<file path="config.mk">
export PLATFORM = sky130hd
export DESIGN_NAME = range_window_tracker_flat
export DESIGN_NICKNAME = d
export VERILOG_FILES = /design/src/rtl/range_window_tracker_if.sv /design/src/rtl/range_window_tracker.sv /design/src/flat_wrapper.sv
export SDC_FILE = /design/constraint.sdc
export NUM_CORES = 1
export LEC_CHECK = 0
export ABC_AREA = 1
export CAP_MARGIN = 20
export CORE_MARGIN = 1
export CORE_UTILIZATION = 58
export DETAILED_ROUTE_END_ITERATION = 16
export PLACE_DENSITY_LB_ADDON = 0.08
export SLEW_MARGIN = 20
export SYNTH_ARGS = -nofsm -noshare
export SYNTH_HDL_FRONTEND = slang
export SYNTH_SLANG_ARGS = --single-unit
</file>
<file path="constraint.sdc">
create_clock -name clk -period 3.8 [get_ports clk]
set_input_delay 0.95 -clock clk [delete_from_list [all_inputs] [get_ports clk]]
set_output_delay 0.95 -clock clk [all_outputs]
set_load 0.02 [all_outputs]
</file>
<file path="src/rtl/range_window_tracker_if.sv">
// Handshake bundle for range_window_tracker.
// master = sample source / result sink, slave = tracker.
interface range_window_tracker_if #(
  parameter int W   = 4,
  parameter int CH  = 3,
  parameter int WIN = 8,
  localparam int CW = $clog2(WIN) + 1
);
  logic            in_valid;
  logic            in_ready;
  logic [CH*W-1:0] in_data;
  logic            flush;
  logic            out_valid;
  logic            out_ready;
  logic [CH*W-1:0] out_min;
  logic [CH*W-1:0] out_max;
  logic [CH*W-1:0] out_span;
  logic [CW-1:0]   out_count;

  modport master (
    output in_valid, in_data, flush, out_ready,
    input  in_ready, out_valid, out_min, out_max,
    input  out_span, out_count
  );

  modport slave (
    input  in_valid, in_data, flush, out_ready,
    output in_ready, out_valid, out_min, out_max,
    output out_span, out_count
  );
endinterface

</file>
<file path="src/rtl/range_window_tracker.sv">
// Per-channel windowed min/max/span tracker.
// Closes on WIN beats or flush, then holds one result beat.
module range_window_tracker #(
  parameter int W   = 4,
  parameter int CH  = 3,
  parameter int WIN = 8,
  localparam int CW = $clog2(WIN) + 1
) (
  input logic                   clk,
  input logic                   rst,
  range_window_tracker_if.slave bus
);

  typedef enum logic {ACCUM, HOLD} state_t;

  state_t          state;
  state_t          state_nx;
  logic [CW-1:0]   cnt;
  logic [CW-1:0]   cnt_upd;
  logic [CH*W-1:0] mn;
  logic [CH*W-1:0] mx;
  logic [CH*W-1:0] mn_upd;
  logic [CH*W-1:0] mx_upd;
  logic [CH*W-1:0] span_upd;
  logic [CH*W-1:0] omin;
  logic [CH*W-1:0] omax;
  logic [CH*W-1:0] ospan;
  logic [CW-1:0]   ocount;
  logic            ovalid;
  logic            accept;
  logic            close;

  assign bus.in_ready  = ~rst & (state == ACCUM);
  assign accept        = bus.in_valid & bus.in_ready;
  assign cnt_upd       = cnt + CW'(accept);

  assign bus.out_valid = ovalid;
  assign bus.out_min   = omin;
  assign bus.out_max   = omax;
  assign bus.out_span  = ospan;
  assign bus.out_count = ocount;

  // Fold this beat into the running extremes; first beat seeds them.
  always_comb begin
    mn_upd   = mn;
    mx_upd   = mx;
    span_upd = '0;
    for (int c = 0; c < CH; c++) begin
      if (accept) begin
        if (cnt == '0 || bus.in_data[c*W +: W] < mn[c*W +: W])
          mn_upd[c*W +: W] = bus.in_data[c*W +: W];
        if (cnt == '0 || bus.in_data[c*W +: W] > mx[c*W +: W])
          mx_upd[c*W +: W] = bus.in_data[c*W +: W];
      end
      span_upd[c*W +: W] = mx_upd[c*W +: W] - mn_upd[c*W +: W];
    end
  end

  // Next state: close the window into HOLD, release on consumer accept.
  always_comb begin
    state_nx = state;
    close    = 1'b0;
    unique case (state)
      ACCUM: begin
        if ((accept && cnt_upd == CW'(WIN)) ||
            (bus.flush && cnt_upd != '0)) begin
          close    = 1'b1;
          state_nx = HOLD;
        end
      end
      HOLD: begin
        if (bus.out_ready)
          state_nx = ACCUM;
      end
      default: state_nx = ACCUM;
    endcase
  end

  // State register.
  always_ff @(posedge clk or posedge rst) begin
    if (rst)
      state <= ACCUM;
    else
      state <= state_nx;
  end

  // Running extremes, beat counter and result registers.
  always_ff @(posedge clk or posedge rst) begin
    if (rst) begin
      cnt    <= '0;
      mn     <= '0;
      mx     <= '0;
      omin   <= '0;
      omax   <= '0;
      ospan  <= '0;
      ocount <= '0;
      ovalid <= 1'b0;
    end else begin
      if (accept) begin
        mn <= mn_upd;
        mx <= mx_upd;
      end
      cnt <= close ? '0 : cnt_upd;
      if (close) begin
        omin   <= mn_upd;
        omax   <= mx_upd;
        ospan  <= span_upd;
        ocount <= cnt_upd;
        ovalid <= 1'b1;
      end else if (state == HOLD && bus.out_ready) begin
        ovalid <= 1'b0;
      end
    end
  end

endmodule

</file>
<file path="src/flat_wrapper.sv">
// flat-port wrapper written by rule: the top's interface ports become plain ports
module range_window_tracker_flat 
#(
  parameter int W   = 4,
  parameter int CH  = 3,
  parameter int WIN = 8,
  localparam int CW = $clog2(WIN) + 1
)
  (clk, rst, bus_in_valid, bus_in_data, bus_flush, bus_out_ready, bus_in_ready, bus_out_valid, bus_out_min, bus_out_max, bus_out_span, bus_out_count);
  range_window_tracker_if #(.W(W), .CH(CH), .WIN(WIN)) bus_i ();
  input logic clk;
  input logic rst;
  input wire logic [$bits(bus_i.in_valid)-1:0] bus_in_valid;
  input wire logic [$bits(bus_i.in_data)-1:0] bus_in_data;
  input wire logic [$bits(bus_i.flush)-1:0] bus_flush;
  input wire logic [$bits(bus_i.out_ready)-1:0] bus_out_ready;
  output wire logic [$bits(bus_i.in_ready)-1:0] bus_in_ready;
  output wire logic [$bits(bus_i.out_valid)-1:0] bus_out_valid;
  output wire logic [$bits(bus_i.out_min)-1:0] bus_out_min;
  output wire logic [$bits(bus_i.out_max)-1:0] bus_out_max;
  output wire logic [$bits(bus_i.out_span)-1:0] bus_out_span;
  output wire logic [$bits(bus_i.out_count)-1:0] bus_out_count;
  assign bus_i.in_valid = bus_in_valid;
  assign bus_i.in_data = bus_in_data;
  assign bus_i.flush = bus_flush;
  assign bus_i.out_ready = bus_out_ready;
  assign bus_in_ready = bus_i.in_ready;
  assign bus_out_valid = bus_i.out_valid;
  assign bus_out_min = bus_i.out_min;
  assign bus_out_max = bus_i.out_max;
  assign bus_out_span = bus_i.out_span;
  assign bus_out_count = bus_i.out_count;
  range_window_tracker #(.W(W), .CH(CH), .WIN(WIN)) u_core (.clk(clk), .rst(rst), .bus(bus_i));
endmodule
</file>
**Word level (Yosys, flattened, before mapping)**

Index checks and enable logic that the tools add are counted.

- Bits of input ports: 17
- Register bits after elaboration: 70
- Bits in latches: 0
- Word-level logic and storage cells: 56
- Output and inout bits: 42
- Memory bits (writable): 0
- Memories: 0
- Bits in read-only memories: 0

- Bitwise gates (word level): 4
- Order comparisons: 6
- Reduce and logical (&&, ||, !) cells: 13
- Div/mod/pow operators: 0
- Multipliers: 0
- Shift-type cells: 0
- $add $sub $neg: 4
- Muxes and demuxes: 19
- Eq/ne operators: 1

Operators by type and width:

| operator | number |
|---|---|
| $mux W4 | 13 |
| $gt A4 B4 Y1 | 3 |
| $lt A4 B4 Y1 | 3 |
| $sub A4 B4 Y4 | 3 |
| $logic_or A1 B1 Y1 | 7 |
| $mux W1 | 5 |
| $add A4 B1 Y4 | 1 |
| $eq A4 B4 Y1 const B | 1 |
| $logic_not A4 Y1 | 1 |
| $reduce_bool A4 Y1 | 1 |
| $logic_and A1 B1 Y1 | 3 |
| $and A1 B1 Y1 | 2 |
| $not A1 Y1 | 2 |
| $pmux W1 S2 | 1 |
| $reduce_bool A2 Y1 | 1 |

**Logic depth before layout (Yosys ltp)**

Gate-level depths: netlist (run 1).

- Depth after elaboration: 10
- Gate-level depth with buffers: 21
- Depth with buffers taken out: 21

**Worst setup path after synthesis (run 1)**

Ideal clock, no wire load.

- Path kind: input to register
- Start point: input rst
- End point: register u_core.ospan[11], in the netlist u_core.bus.out_span[11]
- Setup time: 68 ps
- Data arrival time: 2,989 ps
- Path buffers: 2
- Cell stages on the path: 14
- Required time: 3,732 ps
- Path slack: 743 ps
- Path through: nor2_1 > nand2_1 > clkinv_2 > buf_4 > ha_1 > ha_1 > xnor2_2 > nand3_1 > o21bai_2 > nand3_4 > buf_6 > nor2_2 > nand3_1 > nand3_1

- Longest elaborated chain between the ends: 9
- Elaborated cells between the ends (all ways): 14
- Those cells by class: 2 x add/sub; 1 x eq/ne; 4 x mux; 3 x bitwise; 4 x reduce/logical

RTL lines:

| element | RTL line | source |
|---|---|---|
| from (decl) | flat_wrapper.sv:12 | `input logic rst;` |
| $not A1 Y1 * | range_window_tracker.sv:33 | `assign bus.in_ready = ~rst & (state == ACCUM);` |
| $and A1 B1 Y1 * | range_window_tracker.sv:33 |  |
| $and A1 B1 Y1 * | range_window_tracker.sv:34 | `assign accept = bus.in_valid & bus.in_ready;` |
| $add A4 B1 Y4 | range_window_tracker.sv:35 | `assign cnt_upd = cnt + CW'(accept);` |
| $eq A4 B4 Y1 / $reduce_bool A4 Y1 (equally long branches) | range_window_tracker.sv:65, range_window_tracker.sv:66 |  |
| $logic_and A1 B1 Y1, on equally long branches | range_window_tracker.sv:65, range_window_tracker.sv:66 |  |
| $logic_or A1 B1 Y1 | range_window_tracker.sv:65 | `if ((accept && cnt_upd == CW'(WIN)) \|\|` |
| $mux W1 | range_window_tracker.sv:65 |  |
| $mux W1 | range_window_tracker.sv:63 | `unique case (state)` |
| to (signal assigned) | range_window_tracker.sv:107 | `ospan <= span_upd;` |
| to (decl) | range_window_tracker.sv:27 | `logic [CH*W-1:0] ospan;` |

Every way passes the cells marked *; elsewhere a longest branch is shown, timed or not.
A chain may end at the register's enable or synchronous reset.

**Final worst setup path (run 1)**

- Start point: input bus_in_data[9]
- End point: register u_core.ospan[11], in the netlist u_core.bus.out_span[11]

- Longest elaborated chain between the ends: 5
- Elaborated cells between the ends (all ways): 9
- Those cells by class: 1 x add/sub; 2 x order compare; 4 x mux; 2 x reduce/logical

RTL lines:

| element | RTL line | source |
|---|---|---|
| from (decl) | flat_wrapper.sv:14 | `input wire logic [$bits(bus_i.in_data)-1:0] bus_in_data;` |
| $gt A4 B4 Y1 | range_window_tracker.sv:52 | `if (cnt == '0 \|\| bus.in_data[c*W +: W] > mx[c*W +: W])` |
| $logic_or A1 B1 Y1 | range_window_tracker.sv:52 |  |
| $mux W4 | range_window_tracker.sv:52 |  |
| $mux W4 | range_window_tracker.sv:49 | `if (accept) begin` |
| net u_core.mx_upd[10] | range_window_tracker.sv:23 | `logic [CH*W-1:0] mx_upd;` |
| $sub A4 B4 Y4 | range_window_tracker.sv:55 | `span_upd[c*W +: W] = mx_upd[c*W +: W] - mn_upd[c*W +: W];` |

The timed path passes the listed nets, and every way through them passes these cells.

==> results.md, run 1 <==
* Adder-cell share of the synthesized area at 0.121
* Total leakage power at 2.51 nW
* Antenna violations before repair at 0
* Final-stage net count at 588
* Worst supply voltage drop on vdd at 0.000525 V
* Worst Setup Slack post-DPL at -0.0141 ns
* Endpoint kind of the worst setup timing path: flip-flop
* Register bit count reported by yosys at 70
* Insertion delay to the later sink of the worst-skew pair at 0.36 ns
* Worst max-slew margin expressed relative to the limit at 0.747
* Data arrival time at the worst-slack endpoint at 3.70 ns
* WL per Instance at 12.9 µm
* Clock tree sinks at 70
* Total design power at 0.00424 W
* Clock tree from TritonCTS: yes
* Worst-margin pin slew at 0.376 ns
* Max FO, Critical Path at 10
* Die area at 0.00690 mm²
* Number of cell rows at 29
* Fraction of synthesized cell area taken by the top area cell type at 0.460
* Post-synth cell types at 25
* Clock tree root driver cell: sky130_fd_sc_hd__clkbuf_8
* Synth Area in Simple Gates at 0.226
* Number of warning messages in the yosys log at 0
* Hold buffer count at cts at 0
* Fraction of registers with async set/reset at 1.00
* Global placer's final weighted congestion at 0.840
* Placed wire-length estimate at 5760 µm
* Instance count of the mapped netlist at 463
* Number of synthesized flops with an enable pin at 0
* Post-DR vias/cell at 5.12
* Type of the tightest min-delay check: flip-flop to flip-flop
* DRC violations left at 0
* Maximum number of pins on one net before global-route repair at 69
* Setup fix buffers added after clock tree synthesis at 0
* Global route total overflow at 0
* Initial Util at 0.600
* Final Non-Filler Cells at 618
* Post-synthesis share of cell area spent on xor and xnor gates at 0.0135
* Number of endpoints with negative hold slack in the final report at 0
* Wire length of the first global-routing pass at 14,400 µm
* Layout cell share with drive strength beyond 1 at 0.0758
* CP required at 4.03 ns
* Highest attainable clock frequency at 0.288 GHz
* Total detailed-routing wirelength at 8000 µm
* Global-route usage over all layers at 0.260
* IO Count at 59
* Synthesized-area fraction occupied by ao, oa, aoi and oai cells at 0.0972
* Cell type with the largest total area after synthesis: sky130_fd_sc_hd__dfrtp_1
* Worst-path clk slew at 0.07 ns
* Via count of the first global-routing pass at 3,260
* Instance count after placement with tap cells included at 602
* Area of the core region at 0.00635 mm²
* H-Tree Level Count at 3
* Endpoints failing setup at 0
* Worst Slack Setup Final at 0.331 ns
* Critical path class: primary input to flip-flop
* Dominant combinational cell family by area after synthesis: simple AND/OR/NAND/NOR gates
* Netlist area before placement at 0.00381 mm²
* Multi-input gate area at 0.00174 mm²
* Via count at 3,164
* Most used flip-flop cell after synthesis: sky130_fd_sc_hd__dfrtp_1
* Post-CTS sizing at 0
* Portion of netlist area occupied by mux cells at 0
* Input/output buffers at 58
* Area growth syn-to-layout at 24.3%
* Sequential cell area at 0.00175 mm²
* Fill cells at 490
* Maximum Capacitance Violations at 0
* Result of the run: finished clean
* Maximum root-to-sink buffer count at 2
* Total clock buffers created by CTS at 9
* Number of diodes added for antenna fixing at 0
* Final slew viol count at 0
* Final setup skew at 0.0127 ns
* Final period demand of the worst path at 3.47 ns
* Length of the first detailed-routing pass in iterations at 4
* Die boundary width at 83.1 µm
* Largest cells by area after synthesis: sky130_fd_sc_hd__dfrtp_1 (46%), sky130_fd_sc_hd__nand2_1 (15%), sky130_fd_sc_hd__ha_1 (11%)
* Number of nets with antenna violations after routing at 0
* Avg Synthesized Cell Area at 8.23 µm²
* Share of the cycle needed by the critical path after routing at 0.913
* Power density cells at 895 mW/mm²
* DRT iter0 DRCs at 139
* Worst setup SP type: primary input
* Register area share after synthesis at 0.460
* Synthesized Nets at 515
* Unrepaired setup endpoints after global routing: false
* Die Ht at 83.1 µm
[flip-flops by register name, summed over array words and instances, names as in the netlist]
signal	count
u_core.bus.out_max	12
u_core.bus.out_min	12
u_core.bus.out_span	12
u_core.mn	12
u_core.mx	12
u_core.bus.out_count	4
u_core.cnt	4
u_core.bus.out_valid	1
u_core.state	1
[placed cells by master, fill, tap and decap left out, drive strengths merged]
cell           synthesis  routed
xor2                   4       4
a31oi                  3       3
clkdlybuf4s50          0      58
fa                     3       3
clkbuf                 1      12
o21bai                 1       1
buf                    8      13
o21a                  12      12
dfrtp                 70      70
nor2                  22      22
o21ai                 38      38
nand2                156     156
nand4                  1       1
nand3                 30      30
xnor2                  1       1
ha                    32      32
bufinv                 0       1
clkinv                 1       3
a21oi                 12      12
clkinvlp               0       1
inv                   68      68
[Yosys cell counts, types with 2 or more instances]
| library cell | n |
|---|---|
| sky130_fd_sc_hd__a21oi_1 | 12 |
| sky130_fd_sc_hd__a31oi_1 | 3 |
| sky130_fd_sc_hd__buf_2 | 5 |
| sky130_fd_sc_hd__buf_4 | 2 |
| sky130_fd_sc_hd__dfrtp_1 | 70 |
| sky130_fd_sc_hd__fa_1 | 3 |
| sky130_fd_sc_hd__ha_1 | 32 |
| sky130_fd_sc_hd__inv_1 | 67 |
| sky130_fd_sc_hd__nand2_1 | 150 |
| sky130_fd_sc_hd__nand2_2 | 6 |
| sky130_fd_sc_hd__nand3_1 | 29 |
| sky130_fd_sc_hd__nor2_1 | 19 |
| sky130_fd_sc_hd__nor2_2 | 3 |
| sky130_fd_sc_hd__o21a_1 | 12 |
| sky130_fd_sc_hd__o21ai_0 | 32 |
| sky130_fd_sc_hd__o21ai_1 | 6 |
| sky130_fd_sc_hd__xor2_1 | 4 |
[stage by stage]
stage / hold WS [ns] / utilization / setup TNS (ns) / cell area (µm²)
after floorplan: 0.467 / - / 0 / 3810
after global placement: 0.463 / 0.717 / 0 / 4550
after detailed placement: 0.467 / 0.717 / -0.0141 / 4550
after CTS: 0.488 / 0.746 / 0 / 4740
after global routing: 0.503 / 0.746 / 0 / 4740
final: 0.483 / 0.746 / 0 / 4740
[per-layer routing]
layer	share of wire	routed length (µm)	GRT usage	vias to the layer above
met5	0	0	0	-
met3	0.032	259	0.0417	17
met1	0.45	3600	0.318	1474
met2	0.50	4000	0.455	68
li1	-	-	-	1605
met4	0.018	141	0.110	0
[cell type report]
class / count / share of cell area
Tap cell: 77 / 0.0203
Clock buffer: 12 / 0.0285
Timing Repair Buffer: 71 / 0.148
Clock inverter: 4 / 0.0100
Sequential cell: 70 / 0.370
Inverter: 69 / 0.0550
Multi-Input combinational cell: 315 / 0.368
[final timing paths]
| path | start | endpoint | slack, ns | cells past startpoint |
|---|---|---|---|---|
| max in group asynchronous | rst | u_core.mx[6] | 2.43 | 3 |
| min reg2reg | u_core.bus.out_valid | u_core.bus.out_valid | 0.48 | 2 |
| max | bus_in_data[9] | u_core.bus.out_span[11] | 0.33 | 20 |
| max reg2reg | u_core.mn[7] | u_core.bus.out_span[6] | 1.13 | 12 |
| min in group asynchronous | rst | u_core.bus.out_valid | 0.81 | 2 |
| min | u_core.bus.out_valid | u_core.bus.out_valid | 0.48 | 2 |
[cells by family after synthesis]
kind of cell,Yosys count
and+or+nand+nor,209
buffers and inverters,78
DFF,70
AOI/OAI and AO/OA,66
adders and majority gates,35
xor gates and xnor gates,5
[report_power, final]
| group | switching (W) | total, W | leakage [nW] | internal (W) |
|---|---|---|---|---|
| logic | 0.00140 | 0.00239 | 1.58 | 0.000989 |
| registers | 0.000178 | 0.00127 | 0.845 | 0.00109 |
| clock network | 0.000280 | 0.000582 | 0.0904 | 0.000302 |
| total | 0.00186 | 0.00424 | 2.51 | 0.00238 |
[critical path, cell delays in order]
cell and delay, ns:
sky130_fd_sc_hd__clkdlybuf4s50_1 0.60, sky130_fd_sc_hd__ha_1 0.29, sky130_fd_sc_hd__nand2_1 0.08, sky130_fd_sc_hd__nand2_1 0.06
sky130_fd_sc_hd__nand2_1 0.05, sky130_fd_sc_hd__nand2_1 0.04, sky130_fd_sc_hd__nand2_1 0.06, sky130_fd_sc_hd__nand2_1 0.09
sky130_fd_sc_hd__nand2_2 0.18, sky130_fd_sc_hd__nor2_1 0.07, sky130_fd_sc_hd__a21oi_1 0.24, sky130_fd_sc_hd__ha_1 0.31
sky130_fd_sc_hd__nand2_1 0.08, sky130_fd_sc_hd__nand2_1 0.04, sky130_fd_sc_hd__a31oi_1 0.21, sky130_fd_sc_hd__inv_1 0.06
sky130_fd_sc_hd__nand3_1 0.10, sky130_fd_sc_hd__nand2_1 0.05, sky130_fd_sc_hd__nand2_1 0.05, sky130_fd_sc_hd__nand3_1 0.07
Power figures use the tool's default switching activity.
==> run 2: changes to the inputs <==
- ABC_CLOCK_PERIOD_IN_PS: default -> 3800
==> results of run 2 <==
No change in the layout: final DEF, timing and power equal those of run 1.
